[config.mk]
export PLATFORM = sky130hd
export DESIGN_NAME = lab5_ram_param
export DESIGN_NICKNAME = d
export VERILOG_FILES = /design/src/rtl/lab5_ram_param.sv
export SDC_FILE = /design/constraint.sdc
export NUM_CORES = 1
export LEC_CHECK = 0
export CORE_UTILIZATION = 50
export DETAILED_ROUTE_END_ITERATION = 8
export DONT_BUFFER_PORTS = 1
export GPL_ROUTABILITY_DRIVEN = 0
export PLACE_DENSITY = 0.65
export SYNTH_ARGS = -nofsm -noshare
export SYNTH_HDL_FRONTEND = slang
export SYNTH_SLANG_ARGS = --single-unit
[constraint.sdc]
create_clock -name clk -period 2.7 [get_ports clk]
set_input_delay 0.135 -clock clk [delete_from_list [all_inputs] [get_ports clk]]
set_output_delay 0.135 -clock clk [all_outputs]
set_load 0.01 [all_outputs]
[src/rtl/lab5_ram_param.sv]
// rtl/lab5_ram_param.sv - parametrised single-port RAM with zero-fill init sweep
// Registered read port with valid flag, selectable read-during-write data, busy/reject reporting.
module lab5_ram_param #(
  parameter int DATA_WIDTH = 8,
  parameter int ADDR_WIDTH = 6,
  parameter int RDW_MODE   = 0
) (
  input  logic                  clk,
  input  logic                  rst_n,
  input  logic [DATA_WIDTH-1:0] In,
  input  logic [ADDR_WIDTH-1:0] Address,
  input  logic                  ChipSelect,
  input  logic                  Write,
  output logic [DATA_WIDTH-1:0] Out,
  output logic                  OutValid,
  output logic                  Busy,
  output logic                  Rejected
);
  localparam int                    DEPTH     = 2 ** ADDR_WIDTH;
  localparam logic [ADDR_WIDTH-1:0] LAST_ADDR = ADDR_WIDTH'(DEPTH - 1);

  typedef enum logic {INIT, READY} state_t;

  state_t                r_state;
  logic [ADDR_WIDTH-1:0] r_cnt;
  logic [DATA_WIDTH-1:0] r_out;
  logic                  r_out_valid;
  logic                  r_busy;
  logic                  r_rejected;
  logic [DATA_WIDTH-1:0] r_mem [DEPTH];

  logic                  w_init;
  logic                  w_access;
  logic                  w_mem_we;
  logic [ADDR_WIDTH-1:0] w_mem_addr;
  logic [DATA_WIDTH-1:0] w_mem_din;
  logic [DATA_WIDTH-1:0] w_rd_data;

  assign w_init     = (r_state == INIT);
  assign w_access   = !w_init && ChipSelect;
  // rst_n gates the enable so a write on the edge where reset asserts is dropped
  assign w_mem_we   = rst_n && (w_init || (w_access && Write));
  assign w_mem_addr = w_init ? r_cnt : Address;
  assign w_mem_din  = w_init ? '0 : In;
  assign w_rd_data  = r_mem[Address];

  always_ff @(posedge clk) begin
    if (w_mem_we) begin
      r_mem[w_mem_addr] <= w_mem_din;
    end
  end

  always_ff @(posedge clk or negedge rst_n) begin
    if (!rst_n) begin
      r_state     <= INIT;
      r_cnt       <= '0;
      r_out       <= '0;
      r_out_valid <= 1'b0;
      r_busy      <= 1'b1;
      r_rejected  <= 1'b0;
    end else begin
      case (r_state)
        INIT: begin
          r_cnt       <= r_cnt + 1'b1;
          r_out_valid <= 1'b0;
          r_rejected  <= ChipSelect;
          if (r_cnt == LAST_ADDR) begin
            r_state <= READY;
            r_busy  <= 1'b0;
          end
        end
        default: begin
          r_rejected  <= 1'b0;
          r_out_valid <= w_access;
          if (w_access) begin
            r_out <= (Write && (RDW_MODE != 0)) ? In : w_rd_data;
          end
        end
      endcase
    end
  end

  assign Out      = r_out;
  assign OutValid = r_out_valid;
  assign Busy     = r_busy;
  assign Rejected = r_rejected;

endmodule

==> impl_metrics.yaml <==
sta:
  slew_headroom_pct: 31.4
  hold_viol: 0
  slew_violations: 0
  fin_crit_ns: 2.56
  worst_pin_slew_ns: 1.03
  fmax_ghz: 0.391
  fin_crit_sh_pct: 94.8
  clock_skew_ns: 0.0305
  finalSetupViolCount: 0
  rsz0062_at_grt: "yes"
hold_path:
  hp-start: "Address[5]"
  hold_path_class: "primary input to flop"
setup_path:
  end_kind: "flop"
  cp_num_buf_inv: 2
  rr_startpoint: "r_mem[46][7]"
  crit_required_ns: 3.17
  crit_chain: "mux2_2 > o22ai_1 > o31ai_1 > dlygate4sd3_1 > o211ai_2 > o211ai_2 > dlygate4sd3_1"
  critical_path_class: "flop to flop"
  critPathMaxFanout: 1
  worstPathArrival_ns: 3.03
  cpLargestDelayFamily: "buffers and inverters"
  crit_start: "r_mem[46][7]"
  cpPeakStageDelay_ns: 0.62
  crit_slowest_cell: "dlygate4sd3_1"
  crit_path_start_kind: "flop"
synth:
  synthTopCellsByArea: "edfxtp_1 (72%), mux2i_1 (6.4%), mux4_2 (5.9%)"
  avgSynthCellArea_um2: 18.5
  yosysSeqAreaShare_pct: 74.4
  yosys_warnings: 0
  synth_top_area_share_pct: 72.3
  synth_cells: 1148
  yosysUniqueCellTypes: 44
  ys_seq_elements: 530
  postSynthNetCount: 1167
  synth_area_mm2: 0.0213
  synth_top_cell_by_area: "edfxtp_1"
detailed_routing:
  drt-pass1-iter-count: 5
  wl_per_cell_um: 25.5
  drt-total-wl_um: 46500
  via_count: 10800
  route.detailed.drc: 0
  drt_iter0_markers: 1110
  via_per_inst: 5.91
  ant_nets: 0
pwr:
  irDropWorstVdd_v: 0.000620
  power.density_mw_per_mm2: 675
  p_leak_uw: 0.00711
die:
  die-area_mm2: 0.0434
  initial_core_util_pct: 50.7
  rows: 75
  die_y_um: 208
  io_pins: 29
  die_width_um: 208
  core_mm2: 0.0419
grt:
  grt_first_pass_wirelength_um: 69000
  grt_pass1_vias: 10800
  grt_overflow: 0
  grt_max_degree: 177
  grt_usage_pct: 21.6
  antenna_found_initial: 0
layout:
  fillerInstances: 3153
  n_antenna_cell: 0
  fin_nets: 1256
  fin_util_pct: 57.2
  layout-drive-gt1-share_pct: 22.2
  synthToLayoutAreaGrowth_pct: 12.8
  stdcell_count: 1820
placement:
  dp_cells: 1712
  dpl.hpwl_um: 27800
  portBuffers: 0
clocking:
  htreeDepth: 2
  cts_setup_buffers: 0
  cts_tree: "yes"
  cts-buffers-inserted: 52
  cts_buffer_depth: 3
  clk_pin_slew_ns: 0.06
  post_cts_resized: 0
  cts_sinks: 530
  root_buffer: "clkbuf_16"
  insertion_delay_ns: 0.59
run_status:
  status: "completed"
run:
  cap_violations: 0
metal layers:
metal  global-route usage, %  up-vias  routed length, um
met5                       0        -                  0
met4                    7.71        0               1500
met3                    3.82       83               2660
met2                    33.9      340              22100
met1                    30.6     5576              20300
li1                        -     4766                  -
sequential cells by signal, indices dropped and copies added, names as in the netlist:
register and flops:
r_mem 512, Out 8, r_cnt 6, Busy 1, OutValid 1, Rejected 1, r_state 1
path summary, 6_finish.rpt:
path | slack, ns | cells past startpoint | end
setup / recovery | 0.14 | 7 | Out[7]
hold / removal | 0.05 | 3 | Out[1]
setup reg to reg | 0.14 | 7 | Out[7]
hold reg to reg | 0.51 | 1 | Busy
max in group asynchronous | 1.88 | 1 | r_cnt[4]
min in group asynchronous | 0.18 | 1 | Out[0]
kinds of logic after synthesis:
family                     synth area share [%]
adders and majority gates                0.0588
and+or+nand+nor                            4.65
muxes                                      14.2
AOI/OAI and AO/OA                          4.16
buffers and inverters                      2.38
DFF                                        74.4
xor gates and xnor gates                  0.206
cell usage in the layout (no fill, tap or decap), types with 11 or more instances in the layout:
master,n
nor2_1,69
buf_4,87
a22oi_1,48
mux2_2,34
clkinv_1,14
edfxtp_1,512
dfrtp_1,17
nand2_1,43
o22ai_1,16
mux4_2,56
nor2b_1,11
o211ai_2,14
clkbuf_16,54
nand3_1,27
mux2i_1,137
clkbuf_1,13
power breakdown:
part,switching [uW],internal (uW),total (uW)
combinational,131,155,286
sequential,0.672,8880,8880
clock,2960,4080,7040
total,3100,13100,16200
tightest hold or removal path, cell delays in order:
cell	delay (ns)
nand4_1	0.13
and4_4	0.24
o211ai_2	0.07
Yosys cell counts (all sizes together):
| library cell | number |
|---|---|
| mux2 | 34 |
| nand4b | 1 |
| a22oi | 48 |
| a21oi | 8 |
| xnor2 | 4 |
| o22ai | 16 |
| a21o | 2 |
| mux2i | 137 |
| nor3 | 2 |
| o21ai | 7 |
| a2bb2oi | 8 |
| nand4 | 10 |
| nand2b | 10 |
| or2 | 2 |
| mux4 | 56 |
| and2 | 11 |
| dfstp | 1 |
| nand3 | 27 |
| nor2b | 12 |
| ha | 1 |
| o21a | 1 |
| dfrtp | 17 |
| xor2 | 1 |
| and3 | 1 |
| and4 | 8 |
| clkbuf | 19 |
| inv | 1 |
| a21boi | 1 |
| nand3b | 5 |
| edfxtp | 512 |
| o211ai | 16 |
| nand2 | 44 |
| o31ai | 8 |
| buf | 48 |
| nor2 | 69 |
layout make-up:
cell class | instances | area, um^2 | area share (%)
Sequential cell | 530 | 15800 | 66.0
Clock buffer | 68 | 1410 | 5.89
Timing Repair Buffer | 102 | 853 | 3.56
Clock inverter | 30 | 264 | 1.10
Inverter | 1 | 3.75 | 0.0156
Multi-Input combinational cell | 550 | 4960 | 20.7
Tap cell | 539 | 674 | 2.81
per-stage QoR:
| step | power (uW) | area (um^2) | setup slack (ns) | setup TNS (ns) | hold WS (ns) |
|---|---|---|---|---|---|
| floorplan | 9400 | 21300 | 0.268 | 0 | -0.161 |
| detailed placement | 9310 | 22200 | 0.171 | 0 | -0.160 |
| CTS | 16300 | 24000 | 0.110 | 0 | 0.00440 |
| finish | 16200 | 24000 | 0.142 | 0 | 0.0467 |
| global route | 16700 | 24000 | -0.112 | -1.35 | 0.0212 |
| global placement | 9310 | 22200 | 0.211 | 0 | -0.160 |
repair_timing:
| item | in CTS | in global routing |
|---|---|---|
| hold buffers | 10 | 0 |
| endpoints found under the hold margin | 28 | 0 |
| setup endpoints to repair | 0 | 45 |
Note: power is estimated with default switching activity, not from simulation.
